<file path="src/rtl/nand_cmd_sequencer.sv">
// nand_cmd_sequencer: queues host commands and sequences them onto a shared
// multi-die NAND bus (CLE/ALE/wEn/rEn strobes, per-die cEn and ready/busy).
// Optional feature macro: NAND_STATUS_POLL_EN. When defined, a PROGRAM/ERASE
// that finishes its busy wait without timeout is followed by a 70h status
// command and one read beat; the status word is returned and bit0 flags error.
// Handshakes (req and rsp): a transfer happens on a clk edge where valid and
// ready are both 1; the source holds valid and payload stable until then.
module nand_cmd_sequencer #(
  parameter int DIO_WIDTH    = 16,
  parameter int NUM_CE       = 2,
  parameter int ADDR_CYCLES  = 3,
  parameter int QUEUE_DEPTH  = 4,
  parameter int TWAIT        = 2,
  parameter int BUSY_TIMEOUT = 1024,
  localparam int CE_W = (NUM_CE > 1) ? $clog2(NUM_CE) : 1
) (
  input  logic                   clk,
  input  logic                   Reset,
  input  logic                   req_valid,
  output logic                   req_ready,
  input  logic [1:0]             req_op,
  input  logic [CE_W-1:0]        req_ce,
  input  logic [8*ADDR_CYCLES-1:0] req_addr,
  input  logic [DIO_WIDTH-1:0]   req_wdata,
  output logic                   rsp_valid,
  input  logic                   rsp_ready,
  output logic [DIO_WIDTH-1:0]   rsp_rdata,
  output logic                   rsp_error,
  output logic [DIO_WIDTH-1:0]   dio_out,
  output logic                   dio_oe,
  input  logic [DIO_WIDTH-1:0]   dio_in,
  output logic                   cle,
  output logic                   ale,
  output logic                   wEn,
  output logic                   rEn,
  output logic [NUM_CE-1:0]      cEn,
  input  logic [NUM_CE-1:0]      status,
  output logic [3:0]             fsm_state
);

  localparam int AW   = 8*ADDR_CYCLES;
  localparam int QW   = (QUEUE_DEPTH > 1) ? $clog2(QUEUE_DEPTH) : 1;
  localparam int PW   = $clog2(2*TWAIT);
  localparam int BW   = $clog2(BUSY_TIMEOUT+1);
  localparam int AC_W = (ADDR_CYCLES > 1) ? $clog2(ADDR_CYCLES) : 1;

  localparam logic [QW:0]      Q_FULL    = (QW+1)'(QUEUE_DEPTH);
  localparam logic [PW-1:0]    PH_LAST   = PW'(2*TWAIT-1);
  localparam logic [PW-1:0]    PH_SAMPLE = PW'(TWAIT-1);
  localparam logic [PW-1:0]    PH_HIGH   = PW'(TWAIT);
  localparam logic [BW-1:0]    BT_LAST   = BW'(BUSY_TIMEOUT-1);
  localparam logic [BW-1:0]    T_WB      = BW'(2);
  localparam logic [AC_W-1:0]  AC_LAST   = AC_W'(ADDR_CYCLES-1);

  localparam logic [1:0] OP_RESET = 2'b00;
  localparam logic [1:0] OP_READ  = 2'b01;
  localparam logic [1:0] OP_PROG  = 2'b10;

  typedef enum logic [3:0] {
    S_IDLE, S_CMD1, S_ADDR, S_DATA_W, S_CMD2, S_WAIT_BUSY, S_DATA_R, S_DONE,
    S_STAT_CMD, S_STAT_RD
  } state_t;

  state_t state, state_next;

  logic [1:0]           q_op    [QUEUE_DEPTH];
  logic [CE_W-1:0]      q_ce    [QUEUE_DEPTH];
  logic [AW-1:0]        q_addr  [QUEUE_DEPTH];
  logic [DIO_WIDTH-1:0] q_wdata [QUEUE_DEPTH];
  logic [QW-1:0]        wr_ptr, rd_ptr;
  logic [QW:0]          count;

  logic [1:0]           cur_op;
  logic [CE_W-1:0]      cur_ce;
  logic [AW-1:0]        cur_addr;
  logic [DIO_WIDTH-1:0] cur_wdata;
  logic [PW-1:0]        phase;
  logic [AC_W-1:0]      addr_cnt;
  logic [BW-1:0]        busy_cnt;

  logic push, pop, beat_end, wr_beat, rd_beat, sel, timeout;
  logic [7:0] cmd_byte;

  assign beat_end  = (phase == PH_LAST);
  assign req_ready = (count != Q_FULL) || pop;
  assign push      = req_valid && req_ready;
  assign fsm_state = state;

  // FIFO storage: written on enqueue only, no reset needed.
  always_ff @(posedge clk) begin
    if (push) begin
      q_op[wr_ptr]    <= req_op;
      q_ce[wr_ptr]    <= req_ce;
      q_addr[wr_ptr]  <= req_addr;
      q_wdata[wr_ptr] <= req_wdata;
    end
  end

  // State register, FIFO pointers, beat/address/busy counters and response.
  always_ff @(posedge clk) begin
    if (!Reset) begin
      state     <= S_IDLE;
      wr_ptr    <= '0;
      rd_ptr    <= '0;
      count     <= '0;
      phase     <= '0;
      addr_cnt  <= '0;
      busy_cnt  <= '0;
      cur_op    <= OP_RESET;
      cur_ce    <= '0;
      cur_addr  <= '0;
      cur_wdata <= '0;
      rsp_rdata <= '0;
      rsp_error <= 1'b0;
    end else begin
      state <= state_next;
      if (push) wr_ptr <= wr_ptr + 1'b1;
      if (pop)  rd_ptr <= rd_ptr + 1'b1;
      if (push && !pop)      count <= count + 1'b1;
      else if (pop && !push) count <= count - 1'b1;
      phase    <= ((wr_beat || rd_beat) && !beat_end) ? phase + 1'b1 : '0;
      busy_cnt <= (state == S_WAIT_BUSY) ? busy_cnt + 1'b1 : '0;
      if (pop) begin
        cur_op    <= q_op[rd_ptr];
        cur_ce    <= q_ce[rd_ptr];
        cur_addr  <= q_addr[rd_ptr];
        cur_wdata <= q_wdata[rd_ptr];
        addr_cnt  <= '0;
        rsp_rdata <= '0;
        rsp_error <= 1'b0;
      end
      // Address bytes go out LSB first: shift the next byte down after each beat.
      if (state == S_ADDR && beat_end) begin
        cur_addr <= cur_addr >> 8;
        addr_cnt <= addr_cnt + 1'b1;
      end
      if (timeout) rsp_error <= 1'b1;
      // Read data is captured on the last cycle rEn is low.
      if (rd_beat && phase == PH_SAMPLE) begin
        rsp_rdata <= dio_in;
`ifdef NAND_STATUS_POLL_EN
        if (state == S_STAT_RD) rsp_error <= dio_in[0];
`endif
      end
    end
  end

  // Next-state decode and bus/strobe outputs for the current state.
  always_comb begin
    state_next = state;
    pop        = 1'b0;
    wr_beat    = 1'b0;
    rd_beat    = 1'b0;
    sel        = 1'b0;
    timeout    = 1'b0;
    cmd_byte   = 8'h00;
    cle        = 1'b0;
    ale        = 1'b0;
    wEn        = 1'b1;
    rEn        = 1'b1;
    cEn        = '1;
    dio_oe     = 1'b0;
    dio_out    = '0;
    rsp_valid  = 1'b0;
    case (state)
      S_IDLE: begin
        if (count != '0) begin
          pop        = 1'b1;
          state_next = S_CMD1;
        end
      end
      S_CMD1: begin
        wr_beat = 1'b1;
        cle     = 1'b1;
        case (cur_op)
          2'b00:   cmd_byte = 8'hFF;
          2'b01:   cmd_byte = 8'h00;
          2'b10:   cmd_byte = 8'h80;
          default: cmd_byte = 8'h60;
        endcase
        dio_out[7:0] = cmd_byte;
        if (beat_end) state_next = (cur_op == OP_RESET) ? S_WAIT_BUSY : S_ADDR;
      end
      S_ADDR: begin
        wr_beat      = 1'b1;
        ale          = 1'b1;
        dio_out[7:0] = cur_addr[7:0];
        if (beat_end && addr_cnt == AC_LAST)
          state_next = (cur_op == OP_PROG) ? S_DATA_W : S_CMD2;
      end
      S_DATA_W: begin
        wr_beat = 1'b1;
        dio_out = cur_wdata;
        if (beat_end) state_next = S_CMD2;
      end
      S_CMD2: begin
        wr_beat = 1'b1;
        cle     = 1'b1;
        case (cur_op)
          2'b01:   cmd_byte = 8'h30;
          2'b10:   cmd_byte = 8'h10;
          default: cmd_byte = 8'hD0;
        endcase
        dio_out[7:0] = cmd_byte;
        if (beat_end) state_next = S_WAIT_BUSY;
      end
      S_WAIT_BUSY: begin
        sel = 1'b1;
        // Status is not trusted for the first two cycles (tWB).
        if (busy_cnt >= T_WB && status[cur_ce]) begin
          if (cur_op == OP_READ) state_next = S_DATA_R;
`ifdef NAND_STATUS_POLL_EN
          else if (cur_op != OP_RESET) state_next = S_STAT_CMD;
`endif
          else state_next = S_DONE;
        end else if (busy_cnt == BT_LAST) begin
          timeout    = 1'b1;
          state_next = S_DONE;
        end
      end
      S_DATA_R: begin
        rd_beat = 1'b1;
        if (beat_end) state_next = S_DONE;
      end
`ifdef NAND_STATUS_POLL_EN
      S_STAT_CMD: begin
        wr_beat      = 1'b1;
        cle          = 1'b1;
        dio_out[7:0] = 8'h70;
        if (beat_end) state_next = S_STAT_RD;
      end
      S_STAT_RD: begin
        rd_beat = 1'b1;
        if (beat_end) state_next = S_DONE;
      end
`endif
      S_DONE: begin
        rsp_valid = 1'b1;
        if (rsp_ready) state_next = S_IDLE;
      end
      default: state_next = S_IDLE;
    endcase
    if (wr_beat) begin
      sel    = 1'b1;
      dio_oe = 1'b1;
      wEn    = (phase >= PH_HIGH);
    end
    if (rd_beat) begin
      sel = 1'b1;
      rEn = (phase >= PH_HIGH);
    end
    if (sel) cEn[cur_ce] = 1'b0;
  end

endmodule

</file>
<file path="config.mk">
export PLATFORM = sky130hd
export DESIGN_NAME = nand_cmd_sequencer
export DESIGN_NICKNAME = d
export VERILOG_FILES = /design/src/rtl/nand_cmd_sequencer.sv
export SDC_FILE = /design/constraint.sdc
export NUM_CORES = 1
export LEC_CHECK = 0
export CORE_MARGIN = 2
export CORE_UTILIZATION = 40
export DETAILED_ROUTE_END_ITERATION = 7
export GPL_ROUTABILITY_DRIVEN = 0
export HOLD_SLACK_MARGIN = 0.08
export PLACE_DENSITY = 0.71
export SYNTH_ARGS = -nofsm -noshare
export SYNTH_HDL_FRONTEND = slang
export SYNTH_SLANG_ARGS = --single-unit
</file>
<file path="constraint.sdc">
create_clock -name clk -period 2.58 [get_ports clk]
set_clock_uncertainty 0.05 [all_clocks]
set_input_delay 0.516 -clock clk [delete_from_list [all_inputs] [get_ports clk]]
set_output_delay 0.516 -clock clk [all_outputs]
set_load 0.01 [all_outputs]
</file>
[Word level (Yosys, flattened, before mapping)]
Memory sizes are Yosys's and may differ from the RTL's. A register that Yosys moved wholly into a read port is not among the register bits.
Cells that the tools add are included.
Storage, ports and cells
  register bits after elaboration: 67
  bits in latches: 0
  memory bits (writable): 172
  memory bits (read-only): 0
  input bits: 65
  output and inout port bits: 46
  memories: 4
Memory list
  q_addr: depth 4, bits a word 24, rd ports 1, clocked after memory_dff 1, write ports 1, line 68  | logic [AW-1:0] q_addr [QUEUE_DEPTH];
  q_wdata: depth 4, bits a word 16, rd ports 1, clocked after memory_dff 1, write ports 1, line 69  | logic [DIO_WIDTH-1:0] q_wdata [QUEUE_DEPTH];
  q_op: depth 4, bits a word 2, rd ports 1, clocked after memory_dff 1, write ports 1, line 66  | logic [1:0] q_op [QUEUE_DEPTH];
  q_ce: depth 4, bits a word 1, rd ports 1, clocked after memory_dff 1, write ports 1, line 67  | logic [CE_W-1:0] q_ce [QUEUE_DEPTH];
Operators by class
  $add $sub $neg: 7
  multiply operators: 0
  div/mod/pow operators: 0
  $lt $le $gt $ge: 4
  equal/unequal tests: 22
  shift operators: 0
  muxes and demuxes: 52
  bitwise operators: 2
  reductions and logical operators: 30
Operators with widths (count)
  $mux W16: 4
  $mux W4: 9
  $pmux W4 S8: 1
  $pmux W8 S4: 1
  $mux W1: 24
  $pmux W8 S3: 1
  $eq A4 B3 Y1 const B: 4
  $pmux W8 S2: 1
  $mux W3: 4
  $ne A2 B2 Y1 const B: 6
  $add A11 B1 Y11 const B: 1
  $eq A11 B10 Y1 const B: 1
  $ge A11 B2 Y1 const B: 1
  $mux W2: 5
  $logic_and A1 B1 Y1: 9
  $add A2 B1 Y2 const B: 4
  $eq A4 B2 Y1 const B: 2
  $mux W8: 1
  $reduce_and A8 Y1: 1
  $reduce_bool A2 Y1: 4
  $eq A2 B2 Y1 const B: 3
  $logic_not A1 Y1: 6
  $eq A2 B1 Y1 const B: 2
  $eq A4 B1 Y1 const B: 1
  other kinds (18): 21

[Depth between registers and ports, before layout]
Gate-level depths: netlist of the first run.
  word-level depth: 9
  depth in mapped cells: 11

[Least setup slack after synthesis of the first run]
OpenSTA, ideal clock, no wires.
  path type: flip-flop to flip-flop
  from: register state[0], in the netlist fsm_state[0]
  to: memory q_addr[0][0] (netlist bit), enable pin
  arrival: 2.042 ns
  required time: 2.125 ns
  path slack: 0.083 ns
  cell stages (with the launch flop): 4
  buffers on the path: 0
  clock period less this slack: 2.497 ns
  cells stage by stage: dfxtp_1 or3_4 nand3_2 and3_1
Between the ends
  longest elaborated chain between the ends: 6
Ends and longest elaborated chain
  start, declared: line 64  | state_t state, state_next;
  start signal, assigned: line 116  | state <= state_next;
  $logic_not A4 Y1: line 165  | case (state)
  $mux W1: line 165
  $logic_or A1 B1 Y1: line 85  | assign req_ready = (count != Q_FULL) || pop;
  named net req_ready: line 20  | output logic req_ready,
  $logic_and A1 B1 Y1: line 86  | assign push = req_valid && req_ready;
  $mux W1: line 91  | if (push) begin
  $mux W1 (implied by the code): line 94  | q_addr[wr_ptr] <= req_addr;
  end, declared: line 68
The timed path passes the listed nets, and every way through them passes these cells.

[Final worst setup path of the first run]
  from: register cur_op[1] (read register of q_op)
  to: output dio_out[1]
Between the ends
  longest elaborated chain between the ends: 3
  elaborated cells on any way between the ends: 5
Ends and longest elaborated chain
  start, declared: line 73  | logic [1:0] cur_op;
  $eq A2 B2 Y1, or another cell as far along: line 175  | case (cur_op)
  $pmux W8 S3 (*): line 175
  $pmux W8 S4 (*): line 165
  end, declared: line 29  | output logic [DIO_WIDTH-1:0] dio_out,
Mark *: on every way between the ends. The rest lies on a longest branch, timed or not.

==> results of run 1 <==
## cells in the final DEF (no fill, tap or decap), drive strengths merged, types with 20 or more instances in the layout
cell,netlist,final
a22oi,23,23
clkbuf,15,41
nor2b,23,23
nand3,28,28
nand2,110,110
a21boi,20,20
edfxtp,172,172
buf,29,40
nor2,29,29
mux4,43,43
clkdlybuf4s50,0,85
dfxtp,87,87
## layout make-up
| cell class | instances | area (sq um) | share of cell area [%] |
|---|---|---|---|
| flip-flops and latches | 259 | 6915 | 53.39 |
| multi-input cells | 412 | 3281 | 25.33 |
| repair buffers | 143 | 1415 | 10.92 |
| clock buffers | 39 | 770.7 | 5.950 |
| well taps | 335 | 419.2 | 3.236 |
| clock inverters | 10 | 105.1 | 0.8114 |
| inverters | 12 | 45.04 | 0.3477 |
| diodes | 1 | 2.502 | 0.01932 |
## cell usage after synthesis, drive strengths merged, types with 2 or more instances
| library cell | instances |
|---|---|
| a21boi | 20 |
| mux2i | 3 |
| and3b | 2 |
| nor3 | 5 |
| ha | 15 |
| a21o | 5 |
| inv | 12 |
| edfxtp | 172 |
| and2 | 17 |
| nand2 | 110 |
| a22oi | 23 |
| a21oi | 17 |
| o32ai | 2 |
| nor2 | 29 |
| mux4 | 43 |
| and3 | 5 |
| nor4 | 2 |
| a2bb2oi | 2 |
| clkbuf | 15 |
| o21ai | 13 |
| nand3 | 28 |
| buf | 29 |
| nor2b | 23 |
| nand4b | 2 |
| or3 | 5 |
| xor2 | 4 |
| o211a | 16 |
| xnor2 | 8 |
| mux2 | 2 |
| dfxtp | 87 |
## stage by stage
step | cell area (sq um) | utilization (%) | std cells | hold slack, ns | total power [W]
6_report | 12950 | 50.28 | 1211 | 0.4003 | 0.01306
5_1_grt | 12950 | 50.27 | 1210 | 0.4228 | 0.01380
4_1_cts | 12940 | 50.22 | 1210 | 0.4022 | 0.01322
3_5_place_dp | 11980 | 46.49 | 1156 | 0.3939 | 0.009320
3_3_place_gp | 11980 | 46.49 | 1156 | 0.3890 | 0.009249
2_1_floorplan | 10400 | - | 727 | 0.3805 | 0.007970
## power groups by stage
stage / Clock (W) / Combinational [W] / Sequential [W]
global placement: 0 / 0.00390 / 0.00535
finish: 0.00379 / 0.00398 / 0.00530
global route: 0.00406 / 0.00438 / 0.00536
floorplan: 0 / 0.00269 / 0.00528
CTS: 0.00387 / 0.00405 / 0.00530
detailed placement: 0 / 0.00395 / 0.00537
## worst min-delay path, stage by stage, from the launching register on
cell and delay [ns]:
dfxtp_1 0.30, nand2_1 0.05, a21boi_1 0.05
## what timing repair did
item                                    CTS  global route
endpoints found under the setup margin   23            11
setup buffers                             4             0
resized for setup                        52            18
cloned                                    1             0
pin swaps                                 2             3
## path summary, 6_finish.rpt
kind                                      end  slack, ns  cells after the start
worst max-delay path               dio_out[1]       0.10                      8
worst min register to register  cur_wdata[15]       0.40                      2
worst max register to register       count[2]       0.18                      9
worst min-delay path            cur_wdata[15]       0.40                      2
## cells by family after synthesis
group                      Yosys count  share of synthesized area, %
xor gates and xnor gates            12                         1.011
other                                1                       0.03607
AOI/OAI and AO/OA                  103                         7.269
and+or+nand+nor                    232                         10.98
DFF                                259                         66.43
adders and majority gates           16                         1.998
muxes                               48                         9.821
buffers and inverters               56                         2.455
## sequential cells by signal, summed over array words and instances (netlist names), named ones only
| signal | flops |
|---|---|
| q_op | 8 |
| q_addr | 96 |
| addr_cnt | 2 |
| cur_op | 2 |
| cur_ce | 1 |
| busy_cnt | 11 |
| rsp_error | 1 |
| wr_ptr | 2 |
| rd_ptr | 2 |
| q_ce | 4 |
| count | 3 |
| cur_wdata | 16 |
| q_wdata | 64 |
| cur_addr | 24 |
| fsm_state | 3 |
| rsp_rdata | 16 |
| phase | 2 |
## layer usage
metal | routed length [um] | vias up | GRT usage (%)
met5 | 0 | - | 0
met4 | 393 | 0 | 3.636
met3 | 1407 | 29 | 3.871
met2 | 10370 | 140 | 26.97
met1 | 9072 | 3012 | 20.20
li1 | - | 2956 | -
==> results.tsv, run 1 <==
metric	value	unit
cpPeakStageDelay	0.34	ns
cts_buffers	27	
ios	111	
leakagePower	4.639	nW
yosysTopAreaCell	edfxtp_1	
hold_class	flop to flop	
cap_viol_max_count	0	
cts_tree	built	
cts_hold_buffers	0	
relSlewSlack	56.58	%
routed_wl	21240	um
async_reset_ff_share	0	%
cts_root_buffer	clkbuf_16	
fp.coreArea	25760	sq um
postRouteAntennaNets	0	
grt_max_degree	48	
path_cells	inv_2 > ha_2 > nor2b_2 > buf_4 > a21o_1 > a22oi_2 > nor2_2 > buf_2	
power_density	1008	nW/um^2
p_sw	0.003923	W
syn_inst	727	
clockBufferDepth	3	
rsz0062_at_grt	no	
critPathLaunch	cur_op[1]	
nNetsFinal	936	
ir_drop	0.5653	mV
cp_top_family	flip-flops	
syn_area_per_cell	14.30	sq um
ys_top_cells_by_area	edfxtp_1 50%, dfxtp_1 17%, mux4_2 9.3%	
cp_max_fo	4	
cp.arrival	1.91	ns
grt.total_usage	15.73	%
area_growth	24.60	%
vias	6137	
portBuffers	109	
fin_tns_setup	0	ns
grt_pass1_vias	6290	
dp_hpwl	12890	um
hold_viol	0	
syn_area	10400	sq um
pre_cts_slack	-0.006470	ns
clock_power_share	29.0	%
combPwrFrac	30.4	%
nFillCells	2169	
synth_edf_count	172	
internal-power	0.009138	W
cts.sinks	259	
ys_seq_area_share	66.43	%
max_clock_freq	403.4	MHz
grt_overflow	0	
reg2reg_from	fsm_state[1]	
drive_gt1_share	18.29	%
worstSetupPathType	flop to primary output	
drc	0	
wl_per_cell	17.54	um
yosys_warnings	0	
fin_ws	0.1010	ns
setup.worst_path.end_class	primary output	
dieArea	27300	sq um
first_pass_iters	4	
maxSlewViolCount	0	
htree_levels	1	
seq_power_share	40.6	%
start_util	40.35	%
routed_via_density	5.068	
cp_num_buf_inv	3	
power_switching_share	30.03	%
die_y	165.2	um
rows	59	
synthFlopType	edfxtp_1	
status	finished clean	
cp_slowest_cell	dfxtp_2	
synth_nets	808	
cp-start-kind	flop	
clock_latency	0.53	ns
antenna_found_initial	1	
setup_viol	0	
dr.first_iter.drc_count	358	
cts.clk_slew.worst_paths	0.06	ns
grt_pass1_wl	33280	um
ys_ff_latch	259	
crit_required	2.01	ns
tightest_slew	0.6490	ns
period_needed	2.479	ns
ys_types	54	
die_w	165.2	um
netlist.area_leader.share	49.68	%
hp-start	cur_wdata[15]	
fin_crit_sh	96.09	%
(Power assumes the default switching activity.)
==> run 2, diff against run 1 <==
--- a/config.mk
+++ b/config.mk
@@ -10,7 +10,7 @@
 export DETAILED_ROUTE_END_ITERATION = 7
 export GPL_ROUTABILITY_DRIVEN = 0
 export HOLD_SLACK_MARGIN = 0.08
-export PLACE_DENSITY = 0.71
+export PLACE_DENSITY = 0.61
 export SYNTH_ARGS = -nofsm -noshare
 export SYNTH_HDL_FRONTEND = slang
 export SYNTH_SLANG_ARGS = --single-unit
==> run 2 against run 1 <==
Sequential share of layout area shrank 0.15 points. Critical path type unchanged. Clock-buffer cell count fell by 7. Combinational power about the same.
==> results.tsv, run 2 (synthesized netlist as in run 1, its figures left out) <==
metric	value	unit
status	finished clean	
largest_reg_flops	96	
max_clock_freq	400.0	MHz
cts.clk_slew.worst_paths	0.06	ns
nNetsFinal	936	
cp-start-kind	flop	
postRouteAntennaNets	0	
hold_end	rsp_rdata[7]	
seq_power_share	40.4	%
grt.total_usage	15.83	%
reg2regPathDepth	9	
first_pass_iters	5	
tightest_slew	0.5764	ns
area_growth	24.91	%
grt_max_degree	48	
crit_required	2.01	ns
reg_top3	q_addr: 96 flops, q_wdata: 64 flops, cur_addr: 24 flops	
grt_pass1_wl	33430	um
fin_crit_sh	96.90	%
reg2reg_from	fsm_state[0]	
grt_overflow	0	
power_switching_share	29.94	%
r2r_setup_slack	0.16	ns
clock_latency	0.53	ns
routed_wl	21430	um
cts_buffers	27	
cap_viol_max_count	0	
fp.coreArea	25760	sq um
max_flop_register	q_addr	
cts_root_buffer	clkbuf_16	
final_common_cell	edfxtp_1	
cts_hold_buffers	0	
p_sw	0.003936	W
wl_per_cell	17.69	um
drc	0	
dr.first_iter.drc_count	413	
combPwrFrac	30.4	%
dieArea	27300	sq um
cp_max_fo	4	
cts_tree	built	
internal-power	0.009208	W
maxSlewViolCount	0	
htree_levels	1	
fin_tns_setup	0	ns
hold_class	input pin to flop	
antenna_found_initial	0	
worstSetupPathType	flop to primary output	
rows	59	
rsz0062_at_grt	no	
setup_viol	0	
start_util	40.35	%
vias	6154	
antenna_cells	0	
ios	111	
dp_hpwl	12860	um
r2r-end	count[2]	
die_y	165.2	um
cp.arrival	1.93	ns
worstHoldPathCells	2	
hp-start	Reset	
die_w	165.2	um
portBuffers	109	
clockBufferDepth	3	
fin_util	50.41	%
setup.worst_path.end_class	primary output	
relSlewSlack	61.57	%
ir_drop	0.6163	mV
grt_pass1_vias	5965	
hold_viol	0	
final_cell_mix	172 x edfxtp_1, 109 x nand2_1, 86 x clkdlybuf4s50_1	
drive_gt1_share	17.58	%
nFillCells	2188	
leakagePower	4.653	nW
routed_via_density	5.082	
cts.sinks	259	
clock_power_share	29.1	%
power_density	1012	nW/um^2
period_needed	2.500	ns
[run 2: changes by cell type in the layout (fill, tap and decap cells not counted), sizes merged, moves of 2 or more]
cell	delta
buf	-3
bufinv	+2
clkbuf	-6
clkinv	+5
[run 2: worst max-delay path by stage]
stage	cells past startpoint	slack, ns	to	start
2_1_floorplan	3	0.08	q_addr[0][0]	fsm_state[0]
3_3_place_gp	8	0.09	count[2]	req_valid
3_5_place_dp	8	0.05	count[2]	req_valid
4_1_cts	7	-0.05	dio_out[4]	cur_op[0]
5_1_grt	5	0.003	rEn	phase[0]
6_report	5	0.08	rEn	phase[0]
[run 2: stage by stage]
| stage | hold WS (ns) | cells | setup WS, ns | total power (W) | cell area, sq um |
|---|---|---|---|---|---|
| after floorplan | 0.3805 | 727 | 0.08279 | 0.007970 | 10400 |
| after global placement | 0.3893 | 1155 | 0.09460 | 0.009316 | 11990 |
| final | 0.2994 | 1211 | 0.08005 | 0.01314 | 12990 |
| after CTS | 0.2868 | 1210 | -0.04856 | 0.01328 | 12960 |
| after global routing | 0.2901 | 1211 | 0.002566 | 0.01388 | 12990 |
| after detailed placement | 0.3947 | 1155 | 0.04863 | 0.009346 | 11990 |
[run 2: cell type report]
cell class | count | area, sq um | share of cell area (%)
Sequential cell | 259 | 6913 | 53.23
Multi-Input combinational cell | 412 | 3278 | 25.24
Clock inverter | 18 | 185.2 | 1.426
Clock buffer | 32 | 694.4 | 5.347
Tap cell | 335 | 419.2 | 3.228
Timing Repair Buffer | 143 | 1451 | 11.18
Inverter | 12 | 45.04 | 0.3469
[run 2: timing repair]
action                                  CTS  global route
setup buffers                             2             1
hold endpoints to repair                  0             0
resized for setup                        44            18
endpoints found under the setup margin   23            14
cloned                                    3             0
pin swaps                                 2             2
[run 2: power groups by stage]
| stage | combinational (W) | clock (W) | sequential [W] |
|---|---|---|---|
| 2_1_floorplan | 0.00269 | 0 | 0.00528 |
| 3_3_place_gp | 0.00393 | 0 | 0.00538 |
| 3_5_place_dp | 0.00395 | 0 | 0.00540 |
| 4_1_cts | 0.00403 | 0.00392 | 0.00533 |
| 5_1_grt | 0.00442 | 0.00408 | 0.00538 |
| 6_report | 0.00400 | 0.00383 | 0.00531 |
[run 2: worst max-delay path, stage by stage, from the launching register on]
cell and delay, ns:
dfxtp_1 0.37, inv_1 0.06, ha_1 0.19, nor2_1 0.18
nand3_1 0.11, clkdlybuf4s50_1 0.50
[run 2: per-layer routing]
metal  global-route usage (%)  vias up  part of all wire (%)
met5                        0        -                     0
met4                    3.992        0                   1.7
met3                    2.747       33                   5.8
met2                    25.49      152                    46
met1                    22.40     3009                    46
li1                         -     2960                     -
==> run 3, diff against run 2 <==
--- a/config.mk
+++ b/config.mk
@@ -5,12 +5,13 @@
 export SDC_FILE = /design/constraint.sdc
 export NUM_CORES = 1
 export LEC_CHECK = 0
+export CAP_MARGIN = 10
 export CORE_MARGIN = 2
 export CORE_UTILIZATION = 40
 export DETAILED_ROUTE_END_ITERATION = 7
 export GPL_ROUTABILITY_DRIVEN = 0
 export HOLD_SLACK_MARGIN = 0.08
-export PLACE_DENSITY = 0.61
+export PLACE_DENSITY = 0.59
 export SYNTH_ARGS = -nofsm -noshare
 export SYNTH_HDL_FRONTEND = slang
 export SYNTH_SLANG_ARGS = --single-unit
==> constraint.sdc (replaced) <==
create_clock -name clk -period 2.9 [get_ports clk]
set_clock_uncertainty 0.05 [all_clocks]
set_input_delay 0.58 -clock clk [delete_from_list [all_inputs] [get_ports clk]]
set_output_delay 0.58 -clock clk [all_outputs]
set_load 0.01 [all_outputs]
==> run 3 against run 2 <==
Die area unchanged. Critical path depth increased by 2. Hold slack improved by 0.10 ns. Wire length decreased by 1.0%. Core utilization decreased by 0.57 points. Clock-buffer cell count increased by 6. Register-to-register slack improved by 0.10 ns. First-iteration DRC count decreased by 25%. Sequential cell count unchanged. Global-route usage decreased by 0.069 points. Clock power decreased by 10%. Combinational power decreased by 16%. Largest power group unchanged. Highest routed layer unchanged.
==> results.tsv, run 3 (synthesized netlist as in run 1, its figures left out) <==
metric	value	unit
status	finished clean	
combPwrFrac	29.2	%
grt_overflow	0	
rsz0062_at_grt	no	
setup.worst_path.end_class	primary output	
cts_setup_buffers	0	
grt_pass1_wl	33460	um
portBuffers	109	
maxSlewViolCount	0	
cts_root_buffer	clkbuf_16	
drc	0	
seq_power_share	41.0	%
cts_tree	built	
final_cell_mix	172 x edfxtp_1, 109 x nand2_1, 100 x clkdlybuf4s50_1	
nFillCells	2230	
first_pass_iters	5	
reg_top3	q_addr: 96 flops, q_wdata: 64 flops, cur_addr: 24 flops	
routed_wl	21200	um
period_needed	2.811	ns
fin_tns_setup	0	ns
power_switching_share	30.16	%
tightest_slew	0.5891	ns
dp_hpwl	12720	um
setup_viol	0	
area_growth	23.49	%
leakagePower	4.508	nW
ir_drop	0.4787	mV
cap_viol_max_count	0	
antenna_found_initial	0	
hold_viol	0	
cts_resized	14	
cts_hold_buffers	0	
dieArea	27300	sq um
relSlewSlack	60.73	%
hold_class	flop to flop	
cts.clk_slew.worst_paths	0.06	ns
cts_buffers	28	
final_common_cell	edfxtp_1	
p_sw	0.003476	W
antenna_cells	0	
fp.coreArea	25760	sq um
max_clock_freq	355.7	MHz
ios	111	
cts.sinks	259	
clock_power_share	29.8	%
worstSetupPathType	flop to primary output	
die_w	165.2	um
dr.first_iter.drc_count	311	
grt_pass1_vias	6097	
htree_levels	1	
max_flop_register	q_addr	
postRouteAntennaNets	0	
clockBufferDepth	3	
start_util	40.35	%
finalInstanceArea	12840	sq um
crit_required	2.27	ns
path_cells	inv_1 > ha_2 > nor2b_1 > a21o_1 > a221oi_2 > nor2_1 > dlygate4sd2_1	
nNetsFinal	926	
cp-start-kind	flop	
wl_per_cell	17.64	um
power_density	897.6	nW/um^2
multi_input_area	3253	sq um
cpPeakStageDelay	0.36	ns
place_area	11920	sq um
internal-power	0.008048	W
r2r_setup_slack	0.26	ns
die_y	165.2	um
grt_max_degree	48	
grt.total_usage	15.76	%
seqCellArea	6913	sq um
drive_gt1_share	15.22	%
rows	59	
vias	6107	
cp_max_fo	5	
cp.arrival	2.18	ns
cp_slowest_cell	dfxtp_1	
clock_latency	0.53	ns
routed_via_density	5.081	
fin_crit_sh	96.95	%
largest_reg_flops	96	
## run 3: cell types whose count changed in the layout (fill, tap and decap cells not counted), sizes merged, moves of 3 or more
| cell | before | now |
|---|---|---|
| clkdlybuf4s50 | 86 | 100 |
| buf | 37 | 24 |
| dlymetal6s2s | 3 | 0 |
| clkbuf | 35 | 38 |
| dlygate4sd2 | 11 | 8 |
## run 3: critical path: cells and delay by family, from the launching register on
family                   cells  cell delay, ns
flip-flops                   1            0.36
AO/OA/AOI/OAI                2            0.45
adder cells (fa/ha/maj)      1            0.21
buffers and inverters        2            0.39
AND/OR/NAND/NOR              2            0.25
## run 3: layer usage
layer / vias to the layer above / track usage [%] / wire length (um)
li1: 2926 / - / -
met1: 2996 / 22.25 / 9871
met2: 158 / 25.64 / 9697
met3: 27 / 2.772 / 1337
met4: 0 / 3.478 / 296
met5: - / 0 / 0
## run 3: layout make-up
cell class                 instances  area share, %
clock buffer                      38          6.072
clock inverter                    14         0.9258
sequential                       259          53.84
tap                              335          3.265
multi-input combinational        412          25.34
inverter                          12         0.3508
timing repair buffer             132          10.20
## run 3: metrics by stage
step | utilization [%] | hold WS, ns | instances | setup WS (ns) | total power, W
after CTS | 49.77 | 0.4017 | 1202 | 0.03873 | 0.01165
after global routing | 49.83 | 0.4285 | 1202 | 0.006559 | 0.01218
after global placement | 46.26 | 0.3919 | 1150 | 0.2166 | 0.008215
after detailed placement | 46.26 | 0.3937 | 1150 | 0.1815 | 0.008229
final | 49.83 | 0.3995 | 1202 | 0.08856 | 0.01152
after floorplan | - | 0.3805 | 727 | 0.4028 | 0.007090
## run 3: path summary, 6_finish.rpt
check	cells after the start	start	to
worst max register to register	9	fsm_state[0]	count[2]
worst min register to register	2	cur_wdata[9]	cur_wdata[9]
worst min-delay path	2	cur_wdata[9]	cur_wdata[9]
worst max-delay path	7	cur_op[1]	dio_out[4]
## run 3: power groups by stage
stage          Combinational (W)  Sequential, W  Clock [W]
4_1_cts                  0.00341        0.00473    0.00351
3_5_place_dp             0.00343        0.00480          0
3_3_place_gp             0.00342        0.00480          0
5_1_grt                  0.00372        0.00478    0.00367
2_1_floorplan            0.00239        0.00470          0
6_report                 0.00336        0.00473    0.00343
